File: config.mk
export PLATFORM = sky130hd
export DESIGN_NAME = mini_calculo_seq_flat
export DESIGN_NICKNAME = d
export VERILOG_FILES = /design/src/rtl/calc_pkg.sv /design/src/rtl/mini_calculo_seq_if.sv /design/src/rtl/calc_history_rf.sv /design/src/rtl/mini_calculo_seq.sv /design/src/flat_wrapper.sv
export SDC_FILE = /design/constraint.sdc
export NUM_CORES = 1
export LEC_CHECK = 0
export BUFFER_PORTS_ARGS = -buffer_cell sky130_fd_sc_hd__buf_2
export CAP_MARGIN = 25
export CORE_MARGIN = 2
export CORE_UTILIZATION = 45
export DETAILED_ROUTE_END_ITERATION = 10
export SLEW_MARGIN = 20
export SYNTH_ARGS = -nofsm -noshare
export SYNTH_HDL_FRONTEND = slang
export SYNTH_HIERARCHICAL = 1
export SYNTH_SLANG_ARGS = --single-unit
File: constraint.sdc
create_clock -name clk_pi -period 6.45 [get_ports clk_pi]
set_input_delay 0.9675 -clock clk_pi [delete_from_list [all_inputs] [get_ports clk_pi]]
set_output_delay 0.9675 -clock clk_pi [all_outputs]
set_load 0.02 [all_outputs]
File: src/rtl/calc_pkg.sv
// Shared key codes, operator and FSM state types
// for the sequential mini calculator.
package calc_pkg;

   localparam logic [3:0] KEY_EXEC = 4'hA;
   localparam logic [3:0] KEY_ADD  = 4'hB;
   localparam logic [3:0] KEY_SUB  = 4'hC;
   localparam logic [3:0] KEY_AND  = 4'hD;
   localparam logic [3:0] KEY_OR   = 4'hE;
   localparam logic [3:0] KEY_CLR  = 4'hF;

   typedef enum logic [1:0] {
      OP_ADD, OP_SUB, OP_AND, OP_OR
   } op_e;

   typedef enum logic [1:0] {
      S_OPA, S_OPB, S_RESULT, S_ERROR
   } state_e;

   // Operator keys are contiguous, so the offset from ADD is the op code
   function automatic op_e key_to_op(input logic [3:0] key);
      return op_e'(2'(key - KEY_ADD));
   endfunction

endpackage

File: src/rtl/mini_calculo_seq_if.sv
// Keypad, display and history read bundle between
// the board front-end and the calculator core.
interface mini_calculo_seq_if #(
   parameter int WIDTH = 8,
   parameter int NREGS = 8
);
   localparam int AW = $clog2(NREGS);

   logic [3:0]       teclado_pi;
   logic             key_valid_pi;
   logic             switch_pi;
   logic [AW-1:0]    rd_addr_pi;
   logic [WIDTH-1:0] display_po;
   logic             led_op_po;
   logic             led_error_po;
   logic [WIDTH-1:0] rd_data_po;
   logic [AW:0]      hist_count_po;

   modport master (
      output teclado_pi, key_valid_pi, switch_pi, rd_addr_pi,
      input  display_po, led_op_po, led_error_po,
      input  rd_data_po, hist_count_po
   );

   modport slave (
      input  teclado_pi, key_valid_pi, switch_pi, rd_addr_pi,
      output display_po, led_op_po, led_error_po,
      output rd_data_po, hist_count_po
   );

endinterface

File: src/rtl/calc_history_rf.sv
// Circular result history: write pointer, saturating
// entry count and a registered, bounds-checked read port.
module calc_history_rf #(
   parameter int WIDTH = 8,
   parameter int NREGS = 8,
   localparam int AW = $clog2(NREGS)
) (
   input  logic             clk,
   input  logic             rst,
   input  logic             wr_en,
   input  logic [WIDTH-1:0] wr_data,
   input  logic [AW-1:0]    rd_addr,
   output logic [WIDTH-1:0] rd_data,
   output logic [AW:0]      count
);

   logic [WIDTH-1:0] mem [NREGS];
   logic [AW-1:0]    wr_ptr;

   // Read uses pre-write contents and count, giving old data on collision
   always_ff @(posedge clk or posedge rst) begin
      if (rst) begin
         for (int i = 0; i < NREGS; i++) mem[i] <= '0;
         wr_ptr  <= '0;
         count   <= '0;
         rd_data <= '0;
      end else begin
         if ({1'b0, rd_addr} < count) rd_data <= mem[rd_addr];
         else                         rd_data <= '0;
         if (wr_en) begin
            mem[wr_ptr] <= wr_data;
            wr_ptr      <= wr_ptr + 1'b1;
            if (count != (AW+1)'(NREGS)) count <= count + 1'b1;
         end
      end
   end

endmodule

File: src/rtl/mini_calculo_seq.sv
// Keypad-driven calculator: decimal entry, 4-op ALU,
// error handling and result history.
module mini_calculo_seq
   import calc_pkg::*;
#(
   parameter int WIDTH = 8,
   parameter int NREGS = 8,
   localparam int AW = $clog2(NREGS)
) (
   input  logic             clk_pi,
   input  logic             rst_pi,
   mini_calculo_seq_if.slave bus
);

   state_e           state, state_n;
   op_e              op, op_n;
   logic [WIDTH-1:0] acc_a, acc_a_n;
   logic [WIDTH-1:0] acc_b, acc_b_n;
   logic [WIDTH-1:0] result, result_n;
   logic             b_has, b_has_n;
   logic             wr_en;

   logic [3:0]       key;
   logic             is_digit, is_op;
   logic [WIDTH-1:0] dig_src;
   logic [WIDTH+3:0] dig_wide;
   logic             dig_ovf;
   logic [WIDTH:0]   sum;
   logic [WIDTH-1:0] alu_res;
   logic             alu_err;

   assign key      = bus.teclado_pi;
   assign is_digit = key <= 4'd9;
   assign is_op    = key inside {KEY_ADD, KEY_SUB, KEY_AND, KEY_OR};

   // Wide enough that acc*10+9 cannot wrap before the range check
   assign dig_src  = (state == S_OPB) ? acc_b : acc_a;
   assign dig_wide = {4'b0, dig_src} * (WIDTH+4)'(10)
                   + {WIDTH'(0), key};
   assign dig_ovf  = |dig_wide[WIDTH+3:WIDTH];

   assign sum = {1'b0, acc_a} + {1'b0, acc_b};

   always_comb begin
      alu_res = '0;
      alu_err = 1'b0;
      unique case (op)
         OP_ADD: begin
            alu_res = sum[WIDTH-1:0];
            alu_err = sum[WIDTH];
         end
         OP_SUB: begin
            alu_res = acc_a - acc_b;
            alu_err = acc_b > acc_a;
         end
         OP_AND: alu_res = acc_a & acc_b;
         OP_OR:  alu_res = acc_a | acc_b;
         default: ;
      endcase
   end

   always_ff @(posedge clk_pi or posedge rst_pi) begin
      if (rst_pi) begin
         state  <= S_OPA;
         op     <= OP_ADD;
         acc_a  <= '0;
         acc_b  <= '0;
         result <= '0;
         b_has  <= 1'b0;
      end else begin
         state  <= state_n;
         op     <= op_n;
         acc_a  <= acc_a_n;
         acc_b  <= acc_b_n;
         result <= result_n;
         b_has  <= b_has_n;
      end
   end

   always_comb begin
      state_n  = state;
      op_n     = op;
      acc_a_n  = acc_a;
      acc_b_n  = acc_b;
      result_n = result;
      b_has_n  = b_has;
      wr_en    = 1'b0;
      if (bus.key_valid_pi) begin
         if (key == KEY_CLR) begin
            state_n  = S_OPA;
            acc_a_n  = '0;
            acc_b_n  = '0;
            result_n = '0;
            b_has_n  = 1'b0;
         end else begin
            unique case (state)
               S_OPA: begin
                  if (is_digit) begin
                     if (dig_ovf) state_n = S_ERROR;
                     else acc_a_n = dig_wide[WIDTH-1:0];
                  end else if (is_op) begin
                     op_n    = key_to_op(key);
                     acc_b_n = '0;
                     b_has_n = 1'b0;
                     state_n = S_OPB;
                  end
               end
               S_OPB: begin
                  if (is_digit) begin
                     if (dig_ovf) state_n = S_ERROR;
                     else begin
                        acc_b_n = dig_wide[WIDTH-1:0];
                        b_has_n = 1'b1;
                     end
                  end else if (is_op) begin
                     if (!b_has) op_n = key_to_op(key);
                  end else if (key == KEY_EXEC) begin
                     if (!b_has || alu_err) state_n = S_ERROR;
                     else begin
                        result_n = alu_res;
                        wr_en    = 1'b1;
                        state_n  = S_RESULT;
                     end
                  end
               end
               S_RESULT: begin
                  if (is_digit) begin
                     acc_a_n = {{(WIDTH-4){1'b0}}, key};
                     state_n = S_OPA;
                  end else if (is_op && bus.switch_pi) begin
                     acc_a_n = result;
                     op_n    = key_to_op(key);
                     acc_b_n = '0;
                     b_has_n = 1'b0;
                     state_n = S_OPB;
                  end
               end
               S_ERROR: ;
               default: state_n = S_ERROR;
            endcase
         end
      end
   end

   always_comb begin
      bus.display_po = '0;
      unique case (state)
         S_OPA:    bus.display_po = acc_a;
         S_OPB:    bus.display_po = b_has ? acc_b : acc_a;
         S_RESULT: bus.display_po = result;
         S_ERROR:  bus.display_po = '0;
         default:  bus.display_po = '0;
      endcase
   end

   assign bus.led_op_po    = state == S_OPB;
   assign bus.led_error_po = state == S_ERROR;

   calc_history_rf #(
      .WIDTH (WIDTH),
      .NREGS (NREGS)
   ) u_hist (
      .clk     (clk_pi),
      .rst     (rst_pi),
      .wr_en   (wr_en),
      .wr_data (alu_res),
      .rd_addr (bus.rd_addr_pi),
      .rd_data (bus.rd_data_po),
      .count   (bus.hist_count_po)
   );

endmodule

File: src/flat_wrapper.sv
// flat-port wrapper written by rule: the top's interface ports become plain ports
module mini_calculo_seq_flat import calc_pkg::*;
#(
   parameter int WIDTH = 8,
   parameter int NREGS = 8,
   localparam int AW = $clog2(NREGS)
)
  (clk_pi, rst_pi, bus_teclado_pi, bus_key_valid_pi, bus_switch_pi, bus_rd_addr_pi, bus_display_po, bus_led_op_po, bus_led_error_po, bus_rd_data_po, bus_hist_count_po);
  mini_calculo_seq_if #(.WIDTH(WIDTH), .NREGS(NREGS)) bus_i ();
  input  logic clk_pi;
  input  logic rst_pi;
  input wire logic [$bits(bus_i.teclado_pi)-1:0] bus_teclado_pi;
  input wire logic [$bits(bus_i.key_valid_pi)-1:0] bus_key_valid_pi;
  input wire logic [$bits(bus_i.switch_pi)-1:0] bus_switch_pi;
  input wire logic [$bits(bus_i.rd_addr_pi)-1:0] bus_rd_addr_pi;
  output wire logic [$bits(bus_i.display_po)-1:0] bus_display_po;
  output wire logic [$bits(bus_i.led_op_po)-1:0] bus_led_op_po;
  output wire logic [$bits(bus_i.led_error_po)-1:0] bus_led_error_po;
  output wire logic [$bits(bus_i.rd_data_po)-1:0] bus_rd_data_po;
  output wire logic [$bits(bus_i.hist_count_po)-1:0] bus_hist_count_po;
  assign bus_i.teclado_pi = bus_teclado_pi;
  assign bus_i.key_valid_pi = bus_key_valid_pi;
  assign bus_i.switch_pi = bus_switch_pi;
  assign bus_i.rd_addr_pi = bus_rd_addr_pi;
  assign bus_display_po = bus_i.display_po;
  assign bus_led_op_po = bus_i.led_op_po;
  assign bus_led_error_po = bus_i.led_error_po;
  assign bus_rd_data_po = bus_i.rd_data_po;
  assign bus_hist_count_po = bus_i.hist_count_po;
  mini_calculo_seq #(.WIDTH(WIDTH), .NREGS(NREGS)) u_core (.clk_pi(clk_pi), .rst_pi(rst_pi), .bus(bus_i));
endmodule
==> flow_summary_export.csv, run 1 <==
group,metric,value,unit
global_routing,grt_pass1_wl,27.2,mm
yosys,netlist_instances,667,
sta,fmax,208,MHz
global_routing,grt_overflow,0,
global_routing,grt_max_degree,80,
yosys,async_flop_share,100,%
sta,tns,0,ns
yosys,synth_edf_count,0,
yosys,ys.flop_type,"dfrtp_1",
die,start_util,46.1,%
clock_tree,clock-root-buffer,"clkbuf_16",
cells_and_area,area_growth,9.35,%
place,gp_congestion,0.836,
global_routing,grt_pass1_vias,5219,
clock_tree,worstSkewPairLatency,0.35,ns
critical_path,path_max_fanout,28,
power,switching_power,1.56,mW
sta,setup_viol,0,
place,place_area,7360,um^2
sta,rsz0062_at_grt,"no",
clock_tree,ctsHoldBuffers,0,
place,dpl.hpwl,12.1,mm
cells_and_area,drive_gt1_share,21.2,%
detailed_routing,antenna_left,0,
yosys,yosysWarnings,6,
power,p_clk_share,16.5,%
power,p_leak,3.82,nW
detailed_routing,drc_errors,0,
die,core_area,15300,um^2
yosys,ys_seq_area_share,38.4,%
yosys,ys_ff_latch,108,
detailed_routing,routed_wl,16.5,mm
sta,period_needed,4.81,ns
hold_path,hold-path-cell-count,1,
power,internal_power,1.79,mW
clock_tree,max-clock-path-buffers,2,
power,ir_drop,0.268,mV
place,io_buffers,32,
sta,slew_viol_final,0,
critical_path,r2r_end,"u_core/acc_a[7]",
die,die_w,129,um
power,combinationalPowerShare,57.9,%
flow_run,maxCapViolations,0,
clock_tree,htreeDepth,3,
cells_and_area,diodes,0,
power,seqPwrFrac,25.6,%
detailed_routing,post_drt_via_cell_ratio,5.70,
sta,finalCritPeriodShare,74.5,%
power,p_sw_share,46.6,%
detailed_routing,wl_per_cell,18.3,um
die,die_h,129,um
critical_path,r2r_cells,14,
global_routing,track_usage,20.8,%
sta,holdWs,0.505,ns
die,dieArea,16700,um^2
critical_path,crit-reg2reg-launch,"u_core/state[1]",
yosys,ys_top_cells_by_area,"dfrtp_1 (38%), mux2_2 (11%), ha_1 (9.1%)",
yosys,synthesis.nets,733,
critical_path,required,6.71,ns
power,p_per_area,435,nW/um^2
critical_path,end_kind,"flip-flop",
yosys,yosysUniqueCellTypes,71,
critical_path,arrival,5.07,ns
yosys,syn_avg_cell_area,10.6,um^2
yosys,synth_top_area_share,38.4,%
sta,slew_headroom,34.6,%
cells_and_area,finalInstanceArea,7700,um^2
sta,finClkSkew,0.00841,ns
hold_path,min_from,"u_core/u_hist/mem[20]",
run_status,status,"complete, no violations",
critical_path,cp-start-kind,"flip-flop",
hold_path,hold_path_class,"flip-flop to flip-flop",
detailed_routing,drt_iter0_markers,384,
yosys,synth_top_area_cell,"dfrtp_1",
hold_path,min_to,"u_core/u_hist/mem[20]",
clock_tree,cts.sinks,108,
detailed_routing,first_pass_iters,5,
global_routing,antenna_found_initial,0,
sta,tightest_slew,0.981,ns
clock_tree,cts_setup_buffers,0,
die,ios,33,
critical_path,crit_type,"flip-flop to flip-flop",
critical_path,ff2ff_setup_slack,1.64,ns
clock_tree,cts_tree,"built",
clock_tree,numCtsBuffers,9,
sta,hold_violations,0,
clock_tree,cts_resized,0,
yosys,synth_area,7040,um^2
clock_tree,clkTransAtPathRegs,0.07,ns
cells_and_area,fin_nets,754,
die,rows,45,
detailed_routing,num_vias,5156,
-- worst max-delay path by stage --
stage	start	slack, ns	end
CTS	u_core/state[1]	1.67	u_core/acc_a[7]
floorplan	u_core/state[1]	2.19	u_core/acc_b[0]
finish	u_core/state[1]	1.64	u_core/acc_a[7]
global route	u_core/state[1]	1.34	u_core/acc_a[5]
detailed placement	u_core/state[1]	1.72	u_core/acc_a[0]
global placement	u_core/state[1]	1.87	u_core/acc_a[0]
-- logic make-up after synthesis --
group | share of synthesized area [%]
adders and majority gates | 10.2
muxes | 19.8
and+or+nand+nor | 11.5
buffers and inverters | 4.34
DFF | 38.4
xor gates and xnor gates | 2.49
AOI/OAI and AO/OA | 13.3
-- through the flow --
stage,std cells,power (mW),worst slack [ns],util [%]
after floorplan,667,2.26,2.19,-
after global placement,886,2.73,1.87,48.2
after detailed placement,886,2.77,1.72,48.2
after CTS,902,3.33,1.67,50.1
after global routing,904,3.61,1.34,50.4
final,904,3.35,1.64,50.4
-- cell usage in the layout, fill, tap and decap left out, drive strengths merged, types with 4 or more instances in the layout --
cell type | netlist | routed
dfrtp | 108 | 108
mux2 | 78 | 78
ha | 51 | 51
nand2 | 50 | 50
mux2i | 44 | 44
inv | 44 | 44
o21ai | 40 | 40
buf | 11 | 38
nor2 | 30 | 30
a22oi | 22 | 22
a21oi | 19 | 19
xor2 | 12 | 12
and3 | 12 | 12
and2 | 11 | 11
nand3 | 10 | 10
clkbuf | 17 | 10
nor2b | 9 | 9
xnor2 | 8 | 8
o31ai | 6 | 6
o2bb2ai | 6 | 6
clkinv | 1 | 6
a21boi | 5 | 5
nor3 | 5 | 5
a211oi | 4 | 4
a31oi | 4 | 4
a21o | 4 | 4
fa | 4 | 4
nand4b | 4 | 4
-- cell usage after synthesis, types with 4 or more instances --
library cell,number
nand2_1,50
clkbuf_1,17
mux2_2,70
mux2_4,7
ha_1,51
a22oi_1,22
o21ai_0,37
a31oi_1,4
xnor2_1,8
inv_1,43
nand3_1,10
and3_1,12
a211oi_1,4
o31ai_1,6
buf_2,4
a21o_1,4
dfrtp_1,108
fa_1,4
nor2_1,30
and2_1,11
mux2i_1,44
o2bb2ai_1,6
nor2b_1,8
a21oi_1,19
xor2_1,12
a21boi_0,5
-- final cells by class --
cell class | instances | area (um^2)
Fill cell | 1379 | 7560
Multi-Input combinational cell | 486 | 4030
Sequential cell | 108 | 2700
Tap cell | 211 | 264
Timing Repair Buffer | 38 | 238
Clock buffer | 10 | 229
Inverter | 45 | 170
Clock inverter | 6 | 62.6
-- worst max-delay path, stage by stage (launching register included) --
cell and delay [ns]:
dfrtp_1 0.42, inv_1 0.10, ha_1 0.80, mux2i_1 0.40, inv_1 0.08, ha_1 0.30
ha_1 0.23, fa_1 0.57, and3_1 0.17, a32oi_1 0.08, nor4bb_1 0.32, mux2_1 0.19
nand3_1 0.20, o21ai_2 0.58, mux2i_1 0.27
-- power groups by stage --
stage               combinational (mW)  clock [mW]  sequential [mW]
global route                      2.15       0.592            0.867
floorplan                         1.44           0            0.823
detailed placement                1.90           0            0.865
CTS                               1.91       0.566            0.852
finish                            1.94       0.552            0.856
global placement                  1.87           0            0.862
-- registers in the layout, summed over array words and instances, names as in the netlist, 3 cells and up --
signal,count
u_core/u_hist/wr_ptr,3
u_core/u_hist/mem,64
u_core/result,8
u_core/u_hist/count,4
u_core/u_hist/rd_data,8
u_core/acc_b,8
u_core/acc_a,8
-- layer usage --
layer / wire (um) / vias up / GRT usage, %
met4: 187 / 0 / 4.48
li1: - / 2420 / -
met1: 8230 / 2610 / 30.4
met3: 644 / 14 / 3.96
met2: 7460 / 112 / 32.3
met5: 0 / - / 0
No activity file was read; power rests on OpenSTA's default activity.
==> run 2, diff against run 1 <==
clock period = 4.7 ns   (was 6.45 ns; I/O delays follow)
==> run 2 against run 1 <==
Against the previous run:
- final cell count increased by 0.22%
- critical path type unchanged
- worst setup slack got worse by 1.4 ns
- via count increased by 0.48%
- non-clock buffer count increased by 2
- fmax increased by 7.2%
- sequential power increased by 38%
- largest power group unchanged
- die area unchanged
- register-to-register slack got worse by 1.4 ns
==> flow_summary_export.csv, run 2 (synthesis gave the netlist of run 1 again) <==
group,metric,value,unit
detailed_routing,drt_iter0_markers,308,
critical_path,r2r_cells,13,
sta,slew_headroom,37.3,%
place,dpl.hpwl,12.5,mm
die,core_area,15300,um^2
power,switching_power,2.17,mW
critical_path,required,4.93,ns
sta,fmax,223,MHz
cells_and_area,regMostFlops,"u_core/u_hist/mem",
clock_tree,cts_tree,"built",
die,start_util,46.1,%
power,internal_power,2.42,mW
critical_path,end_kind,"flip-flop",
power,p_per_area,596,nW/um^2
sta,period_needed,4.49,ns
detailed_routing,post_drt_via_cell_ratio,5.72,
global_routing,grt_pass1_vias,5184,
detailed_routing,num_vias,5181,
die,die_w,129,um
place,gp_congestion,0.854,
power,p_clk_share,16.0,%
detailed_routing,wl_per_cell,18.8,um
power,p_leak,3.82,nW
clock_tree,numCtsBuffers,9,
sta,hold_violations,0,
critical_path,crit-reg2reg-launch,"u_core/acc_a[0]",
global_routing,antenna_found_initial,0,
die,die_h,129,um
clock_tree,ctsHoldBuffers,0,
clock_tree,cts_setup_buffers,0,
critical_path,crit_type,"flip-flop to flip-flop",
sta,rsz0062_at_grt,"no",
clock_tree,clkTransAtPathRegs,0.07,ns
cells_and_area,fin_nets,756,
power,combinationalPowerShare,58.4,%
sta,holdWs,0.460,ns
cells_and_area,drive_gt1_share,21.3,%
power,seqPwrFrac,25.6,%
sta,tns,0,ns
hold_path,hold_path_class,"input pin to asynchronous set/reset pin",
die,ios,33,
clock_tree,cts.sinks,108,
detailed_routing,antenna_left,0,
clock_tree,max-clock-path-buffers,2,
cells_and_area,diodes,0,
sta,finClkSkew,0.00885,ns
clock_tree,htreeDepth,3,
power,p_sw_share,47.3,%
sta,finalCritPeriodShare,95.4,%
cells_and_area,final_cell_mix,"dfrtp_1 (108), mux2_2 (70), ha_1 (51)",
detailed_routing,routed_wl,17.0,mm
die,dieArea,16700,um^2
die,rows,45,
power,ir_drop,0.292,mV
global_routing,track_usage,21.4,%
critical_path,arrival,4.72,ns
flow_run,maxCapViolations,0,
global_routing,grt_max_degree,58,
detailed_routing,first_pass_iters,5,
run_status,status,"complete, no violations",
global_routing,grt_overflow,0,
critical_path,path_max_fanout,13,
critical_path,r2r_end,"u_core/u_hist/mem[1]",
critical_path,cp-start-kind,"flip-flop",
sta,tightest_slew,0.928,ns
critical_path,ff2ff_setup_slack,0.21,ns
sta,setup_viol,0,
detailed_routing,drc_errors,0,
place,io_buffers,32,
global_routing,grt_pass1_wl,27.6,mm
cells_and_area,fillers,1403,
sta,slew_viol_final,0,
clock_tree,clock-root-buffer,"clkbuf_16",
clock_tree,cts_resized,0,
clock_tree,worstSkewPairLatency,0.35,ns
cells_and_area,area_growth,9.28,%
cells_and_area,mostFrequentLayoutCell,"dfrtp_1",
cells_and_area,largest_reg_flops,64,
[run 2: cell types whose count changed in the layout (fill, tap and decap cells not counted), sizes merged]
cell / before / now
buf: 38 / 40
bufinv: 1 / 0
clkinv: 6 / 2
clkinvlp: 0 / 1
inv: 44 / 48
[run 2: per-layer routing]
layer / wire length, um / GRT usage, %
met1: 8340 / 31.2
met2: 7870 / 33.7
met3: 619 / 3.22
met4: 179 / 5.18
met5: 0 / 0
[run 2: metrics by stage]
| step | utilization, % | instances | area [um^2] | total power, mW | setup slack [ns] |
|---|---|---|---|---|---|
| after global placement | 48.4 | 889 | 7380 | 3.78 | 0.300 |
| after CTS | 50.2 | 905 | 7660 | 4.58 | 0.246 |
| after global routing | 50.4 | 906 | 7690 | 4.93 | 0.00126 |
| final | 50.4 | 906 | 7690 | 4.59 | 0.214 |
| after floorplan | - | 667 | 7040 | 3.10 | 0.437 |
| after detailed placement | 48.4 | 889 | 7380 | 3.84 | 0.275 |
[run 2: worst max-delay path by stage]
stage	slack [ns]	to	from	depth (start not counted)
2_1_floorplan	0.44	u_core/acc_b[0]	u_core/state[1]	16
3_3_place_gp	0.30	u_core/u_hist/mem[32]	u_core/acc_a[0]	13
3_5_place_dp	0.28	u_core/u_hist/mem[29]	u_core/acc_b[0]	13
4_1_cts	0.25	u_core/u_hist/mem[25]	u_core/acc_b[0]	13
5_1_grt	0.001	u_core/u_hist/mem[3]	u_core/acc_a[0]	13
6_report	0.21	u_core/u_hist/mem[1]	u_core/acc_a[0]	13
[run 2: worst max-delay path, stage by stage, from the launching register on]
cell      delay, ns
dfrtp_1        0.41
inv_1          0.16
ha_1           0.19
inv_1          0.06
fa_1           0.41
nand2b_1       0.11
a21oi_1        0.09
o21a_1         0.22
o31a_1         0.25
o41ai_1        0.75
or4_1          0.66
inv_2          0.29
nand4_2        0.37
mux2_2         0.38
[run 2: power by group through the flow]
stage	Clock, mW	Sequential (mW)	Combinational (mW)
final	0.734	1.18	2.68
after global routing	0.789	1.19	2.95
after CTS	0.752	1.17	2.65
after detailed placement	0	1.19	2.65
after global placement	0	1.18	2.59
after floorplan	0	1.13	1.97
[run 2: layout make-up]
cell class | count | area (um^2) | share of cell area, %
multi-input cells | 486 | 4030 | 52.4
flip-flops and latches | 108 | 2700 | 35.1
well taps | 211 | 264 | 3.43
repair buffers | 40 | 240 | 3.12
clock buffers | 10 | 229 | 2.98
inverters | 45 | 171 | 2.23
clock inverters | 6 | 53.8 | 0.700
